--- config.mk ---
export PLATFORM = sky130hd
export DESIGN_NAME = pci_parity_err_reporter
export DESIGN_NICKNAME = d
export VERILOG_FILES = /design/src/rtl/pci_parity_err_reporter.sv
export SDC_FILE = /design/constraint.sdc
export NUM_CORES = 1
export LEC_CHECK = 0
export ABC_AREA = 1
export BUFFER_PORTS_ARGS = -buffer_cell sky130_fd_sc_hd__buf_2
export CELL_PAD_IN_SITES_DETAIL_PLACEMENT = 1
export CELL_PAD_IN_SITES_GLOBAL_PLACEMENT = 1
export CORE_UTILIZATION = 35
export CTS_CLUSTER_SIZE = 8
export DETAILED_ROUTE_END_ITERATION = 10
export PLACE_DENSITY = 0.81
export SLEW_MARGIN = 20
export SYNTH_ARGS = -nofsm -noshare
export SYNTH_HDL_FRONTEND = slang
export SYNTH_SLANG_ARGS = --single-unit
--- constraint.sdc ---
create_clock -name CLK -period 1.64 [get_ports CLK]
set_input_delay 0.164 -clock CLK [delete_from_list [all_inputs] [get_ports CLK]]
set_output_delay 0.164 -clock CLK [all_outputs]
set_load 0.02 [all_outputs]
--- src/rtl/pci_parity_err_reporter.sv ---
// PCI parity error reporter: checks address and received-data phases one clock late,
// drives PERR#/SERR# with 2-clock timing and holds the sticky DPE bit.
// Optional saturating error counter: define PCI_PERR_CNT_EN.
module pci_parity_err_reporter #(
  parameter int CNT_W = 8
) (
  input  logic             CLK,
  input  logic             RST_N,
  input  logic [31:0]      AD,
  input  logic [3:0]       CBE_N,
  input  logic             PAR,
  input  logic             FRAME_N,
  input  logic             IRDY_N,
  input  logic             TRDY_N,
  input  logic             RX_DATA,
  input  logic             PERR_RESP_EN,
  input  logic             SERR_EN,
  input  logic             STAT_CLR,
  output logic             PERR_N_O,
  output logic             PERR_OE,
  output logic             SERR_N_O,
  output logic             SERR_OE,
  output logic             DPE,
  output logic [CNT_W-1:0] ERR_CNT
);

  localparam logic [1:0] ST_IDLE = 2'd0;
  localparam logic [1:0] ST_ADDR = 2'd1;
  localparam logic [1:0] ST_DATA = 2'd2;

  logic [1:0]  state, state_nxt;
  logic        addr_phase, data_phase;
  logic [31:0] ad_q;
  logic [3:0]  cbe_q;
  logic        addr_flag_q, data_flag_q;
  logic        parity_err, addr_err, data_err;
  logic        perr_fire, serr_fire, any_err;

  // NOTE: every variable gets a default before the case so no latch is inferred.
  always_comb begin
    state_nxt = state;
    case (state)
      ST_IDLE: if (!FRAME_N) state_nxt = ST_ADDR;
      ST_ADDR: state_nxt = ST_DATA;
      ST_DATA: if (FRAME_N && IRDY_N) state_nxt = ST_IDLE;
      default: state_nxt = ST_IDLE;
    endcase
  end

  assign addr_phase = (state == ST_IDLE) && !FRAME_N;
  assign data_phase = (state == ST_DATA) && !IRDY_N && !TRDY_N && RX_DATA;

  // NOTE: clocked state uses non-blocking assignments so all flops see pre-edge values.
  always_ff @(posedge CLK) begin
    if (!RST_N) begin
      state       <= ST_IDLE;
      addr_flag_q <= 1'b0;
      data_flag_q <= 1'b0;
    end else begin
      state       <= state_nxt;
      addr_flag_q <= addr_phase;
      data_flag_q <= data_phase;
    end
  end

  // NOTE: the captured bus needs no reset; it is only used when a phase flag is set.
  always_ff @(posedge CLK) begin
    ad_q  <= AD;
    cbe_q <= CBE_N;
  end

  // PAR arrives one clock after the bits it covers; even parity over all 37 bits.
  assign parity_err = (^ad_q) ^ (^cbe_q) ^ PAR;
  assign addr_err   = addr_flag_q & parity_err;
  assign data_err   = data_flag_q & parity_err;
  assign any_err    = addr_err | data_err;
  assign perr_fire  = data_err & PERR_RESP_EN;
  assign serr_fire  = addr_err & SERR_EN & PERR_RESP_EN;

  always_ff @(posedge CLK) begin
    if (!RST_N) begin
      PERR_N_O <= 1'b1;
      PERR_OE  <= 1'b0;
      SERR_N_O <= 1'b1;
      SERR_OE  <= 1'b0;
      DPE      <= 1'b0;
    end else begin
      PERR_N_O <= ~perr_fire;
      // Keep driving one extra clock after the last low so PERR# is actively restored high.
      PERR_OE  <= perr_fire | ~PERR_N_O;
      SERR_N_O <= ~serr_fire;
      SERR_OE  <= serr_fire;
      DPE      <= any_err | (DPE & ~STAT_CLR);
    end
  end

`ifdef PCI_PERR_CNT_EN
  logic [CNT_W-1:0] err_cnt;

  always_ff @(posedge CLK) begin
    if (!RST_N) begin
      err_cnt <= '0;
    end else if (any_err) begin
      if (err_cnt != {CNT_W{1'b1}}) err_cnt <= err_cnt + CNT_W'(1);
    end else if (STAT_CLR) begin
      err_cnt <= '0;
    end
  end

  assign ERR_CNT = err_cnt;
`else
  assign ERR_CNT = '0;
`endif

endmodule
Word-level counts from Yosys, hierarchy flattened:

Index checks and enable logic that the tools add are counted.

* muxes and demuxes: 3
* reductions and logical operators: 12
* equality and inequality tests: 4
* bitwise gates (word level): 15

Operators by type and width (count)
* $reduce_xor A32 Y1: 1
* $and A1 B1 Y1: 6
* $pmux W2 S3: 1
* $logic_and A1 B1 Y1: 5
* $mux W2: 2
* $ne A2 B2 Y1 const B: 2
* $not A1 Y1: 4
* $reduce_xor A4 Y1: 1
* $logic_not A1 Y1: 3
* $or A1 B1 Y1: 3
* $eq A2 B1 Y1 const B: 1
* $eq A2 B2 Y1 const B: 1
* $logic_not A2 Y1: 1
* $reduce_and A2 Y1: 1
* $xor A1 B1 Y1: 2

* register bits after elaboration: 45
* logic and storage cells: 44
* output and inout port bits: 13
* input port bits: 46

Logic depth before layout (Yosys ltp):

Gate-level depths: netlist of run 1.

* depth in word-level cells: 7
* mapped depth: 16
* mapped depth without buffers: 16

Worst setup path after synthesis of run 1:

Ideal clock, no wire load.

* path kind: register to register
* start: register ad_q[24]
* end: register DPE
* library setup time: 0.122 ns
* path buffers: 0
* period minus slack after synthesis: 1.335 ns
* data required time: 1.518 ns
* cell stages (with the launch flop): 15
* data arrival time: 1.213 ns
* slack: 0.305 ns
* path through: dfxtp_1 nand2_1 inv_1 nor2_1 nand2_1 nand2_1 nand2_1 nand2_1 nand2_1 nand2_1 nand2_2 nand2_2 nand2_4 o211ai_1 a21oi_1

* cells in the longest elaborated chain, start to end: 6
* elaborated cells between the ends (all ways): 7
* classes of those cells: bitwise (6); reduce/logical (1)

RTL lines
* start, declared: RTL line 33 `logic [31:0] ad_q;`
* start signal, assigned: RTL line 68 `ad_q <= AD;`
* $reduce_xor A32 Y1 (*): RTL line 73 `assign parity_err = (^ad_q) ^ (^cbe_q) ^ PAR;`
* $xor A1 B1 Y1 (*) (2 in a row): RTL line 73
* $and A1 B1 Y1 (on tied branches): RTL line 74, 75
* $or A1 B1 Y1 (*): RTL line 76 `assign any_err = addr_err | data_err;`
* $or A1 B1 Y1 (*): RTL line 93 `DPE <= any_err | (DPE & ~STAT_CLR);`
* end signal, assigned: RTL line 93
* end, declared: RTL line 23 `output logic DPE,`

Mark *: on every way between the ends. The rest lies on a longest branch, timed or not.
A chain may end at the register's enable or synchronous reset.

Worst setup path after layout of run 1:

* start: register ad_q[25]
* end: register SERR_N_O

* cells in the longest elaborated chain, start to end: 7

RTL lines
* $reduce_xor A32 Y1: RTL line 73
* $xor A1 B1 Y1 (2 in a row): RTL line 73
* $and A1 B1 Y1: RTL line 74 `assign addr_err = addr_flag_q & parity_err;`
* $and A1 B1 Y1 (2 in a row): RTL line 78 `assign serr_fire = addr_err & SERR_EN & PERR_RESP_EN;`
* $not A1 Y1: RTL line 91 `SERR_N_O <= ~serr_fire;`
* end signal, assigned: RTL line 91
* end, declared: RTL line 21 `output logic SERR_N_O,`

Every way passes these cells.

==> results.yml, run 1 <==
run_status:
  run_status: "complete, no violations"
flow_run:
  max_cap_viol_count: 0
worst_setup_path:
  r2r_start: "ad_q[25]$_DFF_P_"
  path_cells: "nor2_2 > nor2_4 > nand2_1 > nand2_2 > nand2_1 > nand2_2 > nand2_2 > nand2_2 > nand2_2 > nand2_2 > nand2_4 > nand3_2 > nor2_4 > inv_2"
  crit_fanout: 3
  end_kind: "flop"
  cp-startpoint: "ad_q[25]$_DFF_P_"
  critPathKind: "reg2reg"
  cpMaxStageDelayCell: "dfxtp_2"
  crit_top_cell: "nand2_2"
  required_ns: 1.84
  cp_slowest_stage_delay_ns: 0.35
  critPathLaunchType: "flop"
  arrival_ns: 1.72
clocking:
  clk_path_buf_depth: 2
  clock-sinks: 45
  clkLatencyLatePin_ns: 0.29
  tritoncts: "done"
  worst_setup_hold_path_clk_slew_ns: 0.09
  cts_root_buffer: "clkbuf_8"
  cts-buffers-inserted: 5
  cts_htree_levels: 2
yosys:
  ys_ff_latch: 45
  synthFlopType: "dfxtp_1"
  synth_top_area_frac: 0.4330
  synth_seq_area_share: 0.4330
  synth_edf_count: 0
  syn_area_um2: 2081
  synthMuxAreaShare: 0
  synth_xor_area_frac: 0.02526
  synth_compound_area_frac: 0.01323
  synth-async-reset-ratio: 0
  syn_avg_cell_area_um2: 6.422
  synth_cell_types: 21
  synth_top_family_by_area: "simple AND/OR/NAND/NOR gates"
  synth_fa_ha_area_frac: 0
  synth.largest_area_cell: "dfxtp_1"
  syn_inst: 324
  synth_commonest_cells: "183 x nand2_1, 45 x dfxtp_1, 40 x inv_1"
  yosysWarnings: 0
  synthSimpleGateAreaFrac: 0.4167
  yosysMostFrequentCell: "nand2_1"
  ys_top_cells_by_area: "dfxtp_1 43%, nand2_1 33%, inv_1 7.2%"
global_routing:
  grt_max_degree: 15
  antenna_found_initial: 0
  grt_pass1_vias: 2158
  grt_overflow_total: 0
  track_usage: 0.1686
  grt_pass1_wl_um: 8245
power:
  p_leak_uw: 0.001671
  pwr_density_cell_nw_per_um2: 868.7
  switching_share: 0.2765
  pwr-share-seq: 0.457
  p_comb_frac: 0.211
  p_sw_uw: 723.9
  ir_drop_mv: 0.6202
  internal_power_uw: 1894
  p_clk_frac: 0.331
route:
  viasPerCell: 4.327
  routed_wl_um: 5102
  dr.first_iter.drc_count: 38
  dr.pass1.iters: 4
  wl_per_cell_um: 10.43
  drtAntennaViolNets: 0
  vias: 2116
  drcViolationCount: 0
placement:
  numPortBuffers: 50
  dp_hpwl_um: 3682
  place_area_um2: 2387
  gp_congestion: 0.7639
sta:
  fin_worst_skew_ns: 0.008872
  maxSlewViolCount: 0
  hold_violations: 0
  period_needed_ns: 1.515
  setup_viol: 0
  max_freq_ghz: 0.6602
  setup_tns_ns: 0
  rsz0062_at_grt: "yes"
  post-route-period-util: 0.9235
hold_path:
  min_from: "TRDY_N"
  hp-class: "in2reg"
floorplan:
  initial_core_util: 0.3710
  dieArea_um2: 6258
  pin_count: 59
  rows: 27
  fp.coreArea_um2: 5608
  dieHeight_um: 79.11
  die_x_um: 79.11
final_layout:
  final_util: 0.5375
  num_antenna_cells: 0
  synthToLayoutAreaGrowth_pct: 44.86
  layout-drive-gt1-share: 0.3213
  design_area_um2: 3014
  final_nets: 462
## per-layer routing
metal / share of wire / GRT usage
met5: 0 / 0
met4: 0.014 / 0.05636
met3: 0.030 / 0.03563
met2: 0.59 / 0.3638
met1: 0.37 / 0.1469
## cell usage in the layout, fill, tap and decap left out, types with 2 or more instances in the layout
cell and instances:
nor4_1 3, dlygate4sd3_1 36, buf_2 50, inv_1 35
clkbuf_8 6, nor2_2 2, xnor2_1 3, nor2_1 3
nand3b_1 2, nand3_2 4, dfxtp_1 24, nor2_4 3
nand2_2 33, a21oi_1 2, inv_2 10, dfxtp_2 20
conb_1 8, nand3_1 5, nand2_1 157
## metrics by stage
step	setup WS (ns)	instances	power, µW	hold slack (ns)
2_1_floorplan	0.3046	331	1545	0.1917
3_3_place_gp	0.1612	445	1631	0.2661
3_5_place_dp	0.07280	445	1658	0.2680
4_1_cts	0.06394	489	2596	0.02806
5_1_grt	-0.01845	489	2764	0.01866
6_report	0.1254	489	2618	0.03358
## repair_timing
item | CTS | global route
resized for setup | 0 | 64
hold buffers | 36 | 0
endpoints found under the setup margin | 0 | 5
endpoints found under the hold margin | 36 | 0
buffers inserted | 0 | 0
## area by class of cell
cell class                 count  area (µm²)
timing repair buffer          86       610.6
multi-input combinational    233        1095
tap                           72       90.09
clock inverter                 2       37.54
fill                         764        2594
inverter                      45       168.9
clock buffer                   6       82.58
sequential                    45       929.6
## worst max-delay path, delay by kind of cell (launching register included)
family	cells	cell delay, ns
AND/OR/NAND/NOR	13	1.04
flip-flops	1	0.35
buffers and inverters	1	0.03
## logic make-up after synthesis
group	Yosys count
AND/OR/NAND/NOR	214
flip-flops	45
AO/OA/AOI/OAI	5
other	1
XOR/XNOR	6
buffers and inverters	53
## registers in the layout, indices dropped and copies added (netlist names)
signal	flops
DPE	1
PERR_N_O	1
PERR_OE	1
SERR_N_O	1
SERR_OE	1
ad_q	32
addr_flag_q	1
cbe_q	4
data_flag_q	1
state	2
## worst paths after layout
check,slack [ns],end,cells after the start
worst min register to register,0.44,PERR_OE$_SDFF_PN0_,1
worst min-delay path,0.03,data_flag_q$_SDFF_PN0_,2
worst max register to register,0.13,SERR_N_O$_SDFF_PN1_,14
worst max-delay path,0.13,SERR_N_O$_SDFF_PN1_,14
## power groups by stage
stage	Combinational [µW]	Clock [µW]	Sequential (µW)
2_1_floorplan	337	0	1210
3_3_place_gp	422	0	1210
3_5_place_dp	444	0	1210
4_1_cts	512	895	1190
5_1_grt	628	932	1210
6_report	553	868	1200
Power figures use the tool's default switching activity.
==> inputs of run 2 (changes only) <==
--- a/config.mk
+++ b/config.mk
@@ -9,10 +9,11 @@
 export BUFFER_PORTS_ARGS = -buffer_cell sky130_fd_sc_hd__buf_2
 export CELL_PAD_IN_SITES_DETAIL_PLACEMENT = 1
 export CELL_PAD_IN_SITES_GLOBAL_PLACEMENT = 1
-export CORE_UTILIZATION = 35
+export CORE_UTILIZATION = 36
+export CTS_BUF_LIST = sky130_fd_sc_hd__clkbuf_4
 export CTS_CLUSTER_SIZE = 8
 export DETAILED_ROUTE_END_ITERATION = 10
-export PLACE_DENSITY = 0.81
+export PLACE_DENSITY = 0.83
 export SLEW_MARGIN = 20
 export SYNTH_ARGS = -nofsm -noshare
 export SYNTH_HDL_FRONTEND = slang
==> constraint.sdc (replaced) <==
create_clock -name CLK -period 1.5 [get_ports CLK]
set_input_delay 0.15 -clock CLK [delete_from_list [all_inputs] [get_ports CLK]]
set_output_delay 0.15 -clock CLK [all_outputs]
set_load 0.02 [all_outputs]
==> results.yml, run 2 (synthesis gave the netlist of run 1 again) <==
final_layout:
  largest_reg_flops: 32
  layout-drive-gt1-share: 0.3286
  num_antenna_cells: 0
  biggestRegsByFlops: "ad_q: 32 flops, cbe_q: 4 flops, state: 2 flops"
  filler_cell_count: 752
  design_area_um2: 3004
  layout_common_cells: "151 x nand2_1, 50 x buf_2, 39 x dlygate4sd3_1, 38 x nand2_2, 37 x inv_1"
  largest-register: "ad_q"
  synthToLayoutAreaGrowth_pct: 44.38
  final_nets: 465
  mostFrequentLayoutCell: "nand2_1"
hold_path:
  hp-class: "in2reg"
route:
  wl_met2_um: 3361
  viasPerCell: 4.457
  vias: 2193
  drtAntennaViolNets: 0
  wl_met3_um: 137
  wl_per_cell_um: 11.07
  maxUsedRoutingLayer: "met4"
  met1_length_um: 1870
  routed_wl_um: 5444
  dr.first_iter.drc_count: 20
  drcViolationCount: 0
  dr.pass1.iters: 3
power:
  p_clk_frac: 0.274
  switching_share: 0.2938
  p_leak_uw: 0.001665
  p_sw_uw: 783.4
  pwr-share-seq: 0.492
  ir_drop_mv: 0.5573
  p_comb_frac: 0.234
  internal_power_uw: 1883
  pwr_density_cell_nw_per_um2: 887.5
sta:
  setup_viol: 4
  fin_worst_skew_ns: 0.01350
  setup_ws_ns: -0.09227
  hold_violations: 0
  post-route-period-util: 1.062
  period_needed_ns: 1.592
  hold_slack_ns: 0.02884
  maxSlewViolCount: 0
  max_freq_ghz: 0.6280
  rsz0062_at_grt: "yes"
flow_run:
  max_cap_viol_count: 0
floorplan:
  rows: 27
  dieHeight_um: 78.03
  initial_core_util: 0.3756
  dieArea_um2: 6088
  fp.coreArea_um2: 5540
  pin_count: 59
  die_x_um: 78.03
worst_setup_path:
  cp_slowest_stage_delay_ns: 0.36
  crit_top_cell: "nand2_2"
  arrival_ns: 1.85
  critPathLaunchType: "flop"
  required_ns: 1.76
  path_cells: "nand2_2 > inv_2 > nor2_4 > nand2_1 > nand2_1 > nand2_1 > nand2_2 > nand2_2 > nand2_2 > nand2_2 > nand2_2 > nand2_4 > o211ai_1 > a21oi_1"
  cp_num_buf_inv: 1
  critPathKind: "reg2reg"
  end_kind: "flop"
  cpMaxStageDelayCell: "dfxtp_2"
  crit_family: "simple AND/OR/NAND/NOR gates"
  crit_fanout: 3
clocking:
  cts_htree_levels: 2
  worst_setup_hold_path_clk_slew_ns: 0.14
  clkLatencyLatePin_ns: 0.35
  cts_root_buffer: "clkbuf_4"
  clock-sinks: 45
  clk_path_buf_depth: 2
  cts-buffers-inserted: 5
  tritoncts: "done"
global_routing:
  antenna_found_initial: 0
  grt_overflow_total: 0
  grt_max_degree: 15
  track_usage: 0.1974
  grt_pass1_wl_um: 9453
  grt_pass1_vias: 2411
run_status:
  violations: "setup timing"
  run_status: "complete, but fails checks"
placement:
  gp_congestion: 0.7645
  preCtsSetupSlack_ns: -0.04653
  numPortBuffers: 50
  place_area_um2: 2387
  dp_hpwl_um: 3766
run 2: changes by cell type in the layout (fill, tap and decap cells not counted), moves of 2 or more:
cell	delta
nor2_4	-2
clkbuf_4	+5
nand3_2	-2
dfxtp_2	+4
inv_2	-2
nand2_1	-6
inv_1	+2
nor2_2	+2
dlygate4sd3_1	+3
clkbuf_8	-6
nand3_1	+2
dfxtp_1	-3
nand2_2	+5
run 2: path summary, 6_finish.rpt:
kind	start	to	slack [ns]	depth (start not counted)
max	ad_q[25]$_DFF_P_	DPE$_SDFF_PN0_	-0.09	14
min	STAT_CLR	DPE$_SDFF_PN0_	0.03	4
max reg2reg	ad_q[25]$_DFF_P_	DPE$_SDFF_PN0_	-0.09	14
min reg2reg	data_flag_q$_SDFF_PN0_	PERR_N_O$_SDFF_PN1_	0.48	1
run 2: area by class of cell:
| class | instances | area, µm² | share of cell area |
|---|---|---|---|
| multi-input cells | 233 | 1095 | 0.3644 |
| flip-flops and latches | 45 | 930.9 | 0.3099 |
| repair buffers | 89 | 640.6 | 0.2132 |
| well taps | 72 | 90.09 | 0.02999 |
| inverters | 45 | 168.9 | 0.05623 |
| clock inverters | 3 | 41.29 | 0.01374 |
| clock buffers | 5 | 37.54 | 0.01249 |
run 2: metal layers:
metal  global-route usage  vias to the layer above
met5                    0                        -
met4              0.07778                        0
met3              0.02791                        8
met2               0.4416                       34
met1               0.1656                     1022
li1                     -                     1129
run 2: through the flow:
step	total power (µW)	setup TNS, ns	util	cells
3_3_place_gp	1783	0	0.4309	445
3_5_place_dp	1817	-0.1191	0.4309	445
4_1_cts	2652	-0.01486	0.5248	492
6_report	2666	-0.2310	0.5422	492
2_1_floorplan	1689	0	-	331
5_1_grt	2832	-0.7913	0.5422	492
run 2: power by group through the flow:
stage / clock (µW) / sequential, µW / combinational (µW)
3_5_place_dp: 0 / 1330 / 489
5_1_grt: 803 / 1320 / 708
4_1_cts: 768 / 1310 / 577
2_1_floorplan: 0 / 1320 / 368
3_3_place_gp: 0 / 1320 / 461
6_report: 731 / 1310 / 623
run 2: worst register-to-register path, cell delays in order (launching register included):
cell	delay [ns]
dfxtp_2	0.36
nand2_2	0.09
inv_2	0.05
nor2_4	0.12
nand2_1	0.06
nand2_1	0.08
nand2_1	0.07
nand2_2	0.09
nand2_2	0.07
nand2_2	0.09
nand2_2	0.05
nand2_2	0.08
nand2_4	0.06
o211ai_1	0.12
a21oi_1	0.10
run 2: what timing repair did:
item | 4_1_cts | 5_1_grt
pin swaps | 2 | 15
buffers inserted | 0 | 0
gates cloned | 0 | 0
endpoints found under the setup margin | 4 | 5
endpoints found under the hold margin | 39 | 0
gates resized for setup | 27 | 40
hold buffers | 39 | 0
==> inputs of run 3 (changes only) <==
--- a/config.mk
+++ b/config.mk
@@ -9,11 +9,10 @@
 export BUFFER_PORTS_ARGS = -buffer_cell sky130_fd_sc_hd__buf_2
 export CELL_PAD_IN_SITES_DETAIL_PLACEMENT = 1
 export CELL_PAD_IN_SITES_GLOBAL_PLACEMENT = 1
-export CORE_UTILIZATION = 36
-export CTS_BUF_LIST = sky130_fd_sc_hd__clkbuf_4
+export CORE_UTILIZATION = 35
 export CTS_CLUSTER_SIZE = 8
 export DETAILED_ROUTE_END_ITERATION = 10
-export PLACE_DENSITY = 0.83
+export PLACE_DENSITY = 0.81
 export SLEW_MARGIN = 20
 export SYNTH_ARGS = -nofsm -noshare
 export SYNTH_HDL_FRONTEND = slang
==> results.yml, run 3 (synthesis gave the netlist of run 1 again) <==
final_layout:
  synthToLayoutAreaGrowth_pct: 44.44
  largest_reg_flops: 32
  final_nets: 463
  mostFrequentLayoutCell: "nand2_1"
  final_util: 0.5359
  biggestRegsByFlops: "ad_q: 32 flops, cbe_q: 4 flops, state: 2 flops"
  largest-register: "ad_q"
  layout_common_cells: "166 x nand2_1, 50 x buf_2, 36 x dlygate4sd3_1, 34 x inv_1, 24 x nand2_2"
  layout-drive-gt1-share: 0.3062
  num_antenna_cells: 0
sta:
  rsz0062_at_grt: "yes"
  fin_worst_skew_ns: 0.006500
  setup_ws_ns: 0.02157
  hold_slack_ns: 0.02347
  setup_tns_ns: 0
  setup_viol: 0
  max_freq_ghz: 0.6764
  period_needed_ns: 1.478
  post-route-period-util: 0.9856
  hold_violations: 0
  maxSlewViolCount: 0
route:
  wl_per_cell_um: 10.10
  dr.first_iter.drc_count: 35
  dr.pass1.iters: 2
  routed_wl_um: 4947
  viasPerCell: 4.329
  vias: 2121
  drtAntennaViolNets: 0
  drcViolationCount: 0
worst_setup_path:
  r2r_start: "ad_q[10]$_DFF_P_"
  reg2reg_slack_ns: 0.02
  cp_slowest_stage_delay_ns: 0.34
  worst-r2r-cell-count: 15
  crit_fanout: 3
  crit_top_cell: "nand2_1"
  end_kind: "flop"
  timing.rr.end: "SERR_N_O$_SDFF_PN1_"
  cp_num_buf_inv: 2
  cpMaxStageDelayCell: "dfxtp_2"
  critPathLaunchType: "flop"
  path_cells: "inv_1 > nand2_1 > nand2_1 > nand2_1 > nand2_1 > nand2_1 > nand2_1 > nand2_1 > nand2_1 > nand2_1 > nand2_1 > nand2_2 > nand3_2 > nor2_4 > inv_2"
  arrival_ns: 1.68
  crit_family: "simple AND/OR/NAND/NOR gates"
  critPathKind: "reg2reg"
  required_ns: 1.70
floorplan:
  rows: 27
  initial_core_util: 0.3710
  die_x_um: 79.11
  dieArea_um2: 6258
  fp.coreArea_um2: 5608
  pin_count: 59
  dieHeight_um: 79.11
clocking:
  clk_path_buf_depth: 2
  cts_htree_levels: 2
  cts_root_buffer: "clkbuf_8"
  worst_setup_hold_path_clk_slew_ns: 0.09
  clock-sinks: 45
  clkLatencyLatePin_ns: 0.29
  cts-buffers-inserted: 5
  tritoncts: "done"
hold_path:
  min_from: "TRDY_N"
  hold_path_end: "data_flag_q$_SDFF_PN0_"
  holdPathStages: 2
  hp-class: "in2reg"
global_routing:
  grt_pass1_wl_um: 8135
  grt_max_degree: 15
  track_usage: 0.1650
  grt_pass1_vias: 2167
  grt_overflow_total: 0
  antenna_found_initial: 0
power:
  p_leak_uw: 0.001679
  ir_drop_mv: 0.7082
  pwr_density_cell_nw_per_um2: 985.8
run_status:
  run_status: "complete, no violations"
placement:
  dp_hpwl_um: 3662
  preCtsSetupSlack_ns: -0.07485
  numPortBuffers: 50
  gp_congestion: 0.7640
flow_run:
  max_cap_viol_count: 0
## run 3: cell types whose count changed in the layout (fill, tap and decap cells not counted), sizes merged
cell         change
bufinv           +1
buf              +1
dlygate4sd3      -3
clkinvlp         -1
## run 3: worst register-to-register path: cells and delay by family (launching register included)
kind | cells | cell delay (ns)
buffers and inverters | 2 | 0.08
DFF | 1 | 0.34
and+or+nand+nor | 13 | 0.97
## run 3: stage by stage
stage / cell area [µm²] / total power (µW) / std cells
after detailed placement: 2387 / 1812 / 445
final: 3005 / 2963 / 490
after floorplan: 2107 / 1689 / 331
after global placement: 2387 / 1783 / 445
after CTS: 2928 / 2975 / 489
after global routing: 3005 / 3131 / 490
## run 3: cell type report
| class | count | area (µm²) |
|---|---|---|
| clock buffers | 5 | 68.82 |
| clock inverters | 3 | 65.06 |
| fillers | 758 | 2603 |
| inverters | 45 | 168.9 |
| multi-input cells | 233 | 1062 |
| flip-flops and latches | 45 | 932.1 |
| well taps | 72 | 90.09 |
| repair buffers | 87 | 618.1 |
## run 3: report_power, final
group | internal [µW] | switching [µW]
combinational | 264 | 323
clock | 662 | 404
sequential | 1260 | 47.8
total | 2190 | 776
## run 3: repair_timing
| action | CTS | global route |
|---|---|---|
| pin swaps | 3 | 2 |
| hold buffers | 36 | 0 |
| endpoints found under the setup margin | 5 | 5 |
| gates cloned | 0 | 0 |
| hold endpoints to repair | 36 | 0 |
| setup buffers | 0 | 1 |
| gates resized for setup | 22 | 34 |
## run 3: worst max-delay path by stage
stage	start	endpoint	slack (ns)	cells past startpoint
finish	ad_q[10]$_DFF_P_	SERR_N_O$_SDFF_PN1_	0.02	15
global route	ad_q[10]$_DFF_P_	DPE$_SDFF_PN0_	-0.15	14
CTS	ad_q[24]$_DFF_P_	DPE$_SDFF_PN0_	0.0005	14
detailed placement	ad_q[26]$_DFF_P_	SERR_N_O$_SDFF_PN1_	-0.07	15
global placement	ad_q[24]$_DFF_P_	DPE$_SDFF_PN0_	0.02	14
floorplan	ad_q[24]$_DFF_P_	DPE$_SDFF_PN0_	0.16	14
## run 3: layer usage
layer  vias to the layer above  global-route usage  wire length (µm)
li1                       1124                   -                 -
met1                       956              0.1416              1830
met2                        34              0.3603              2906
met3                         7             0.03563               140
met4                         0             0.05091                70
met5                         -                   0                 0
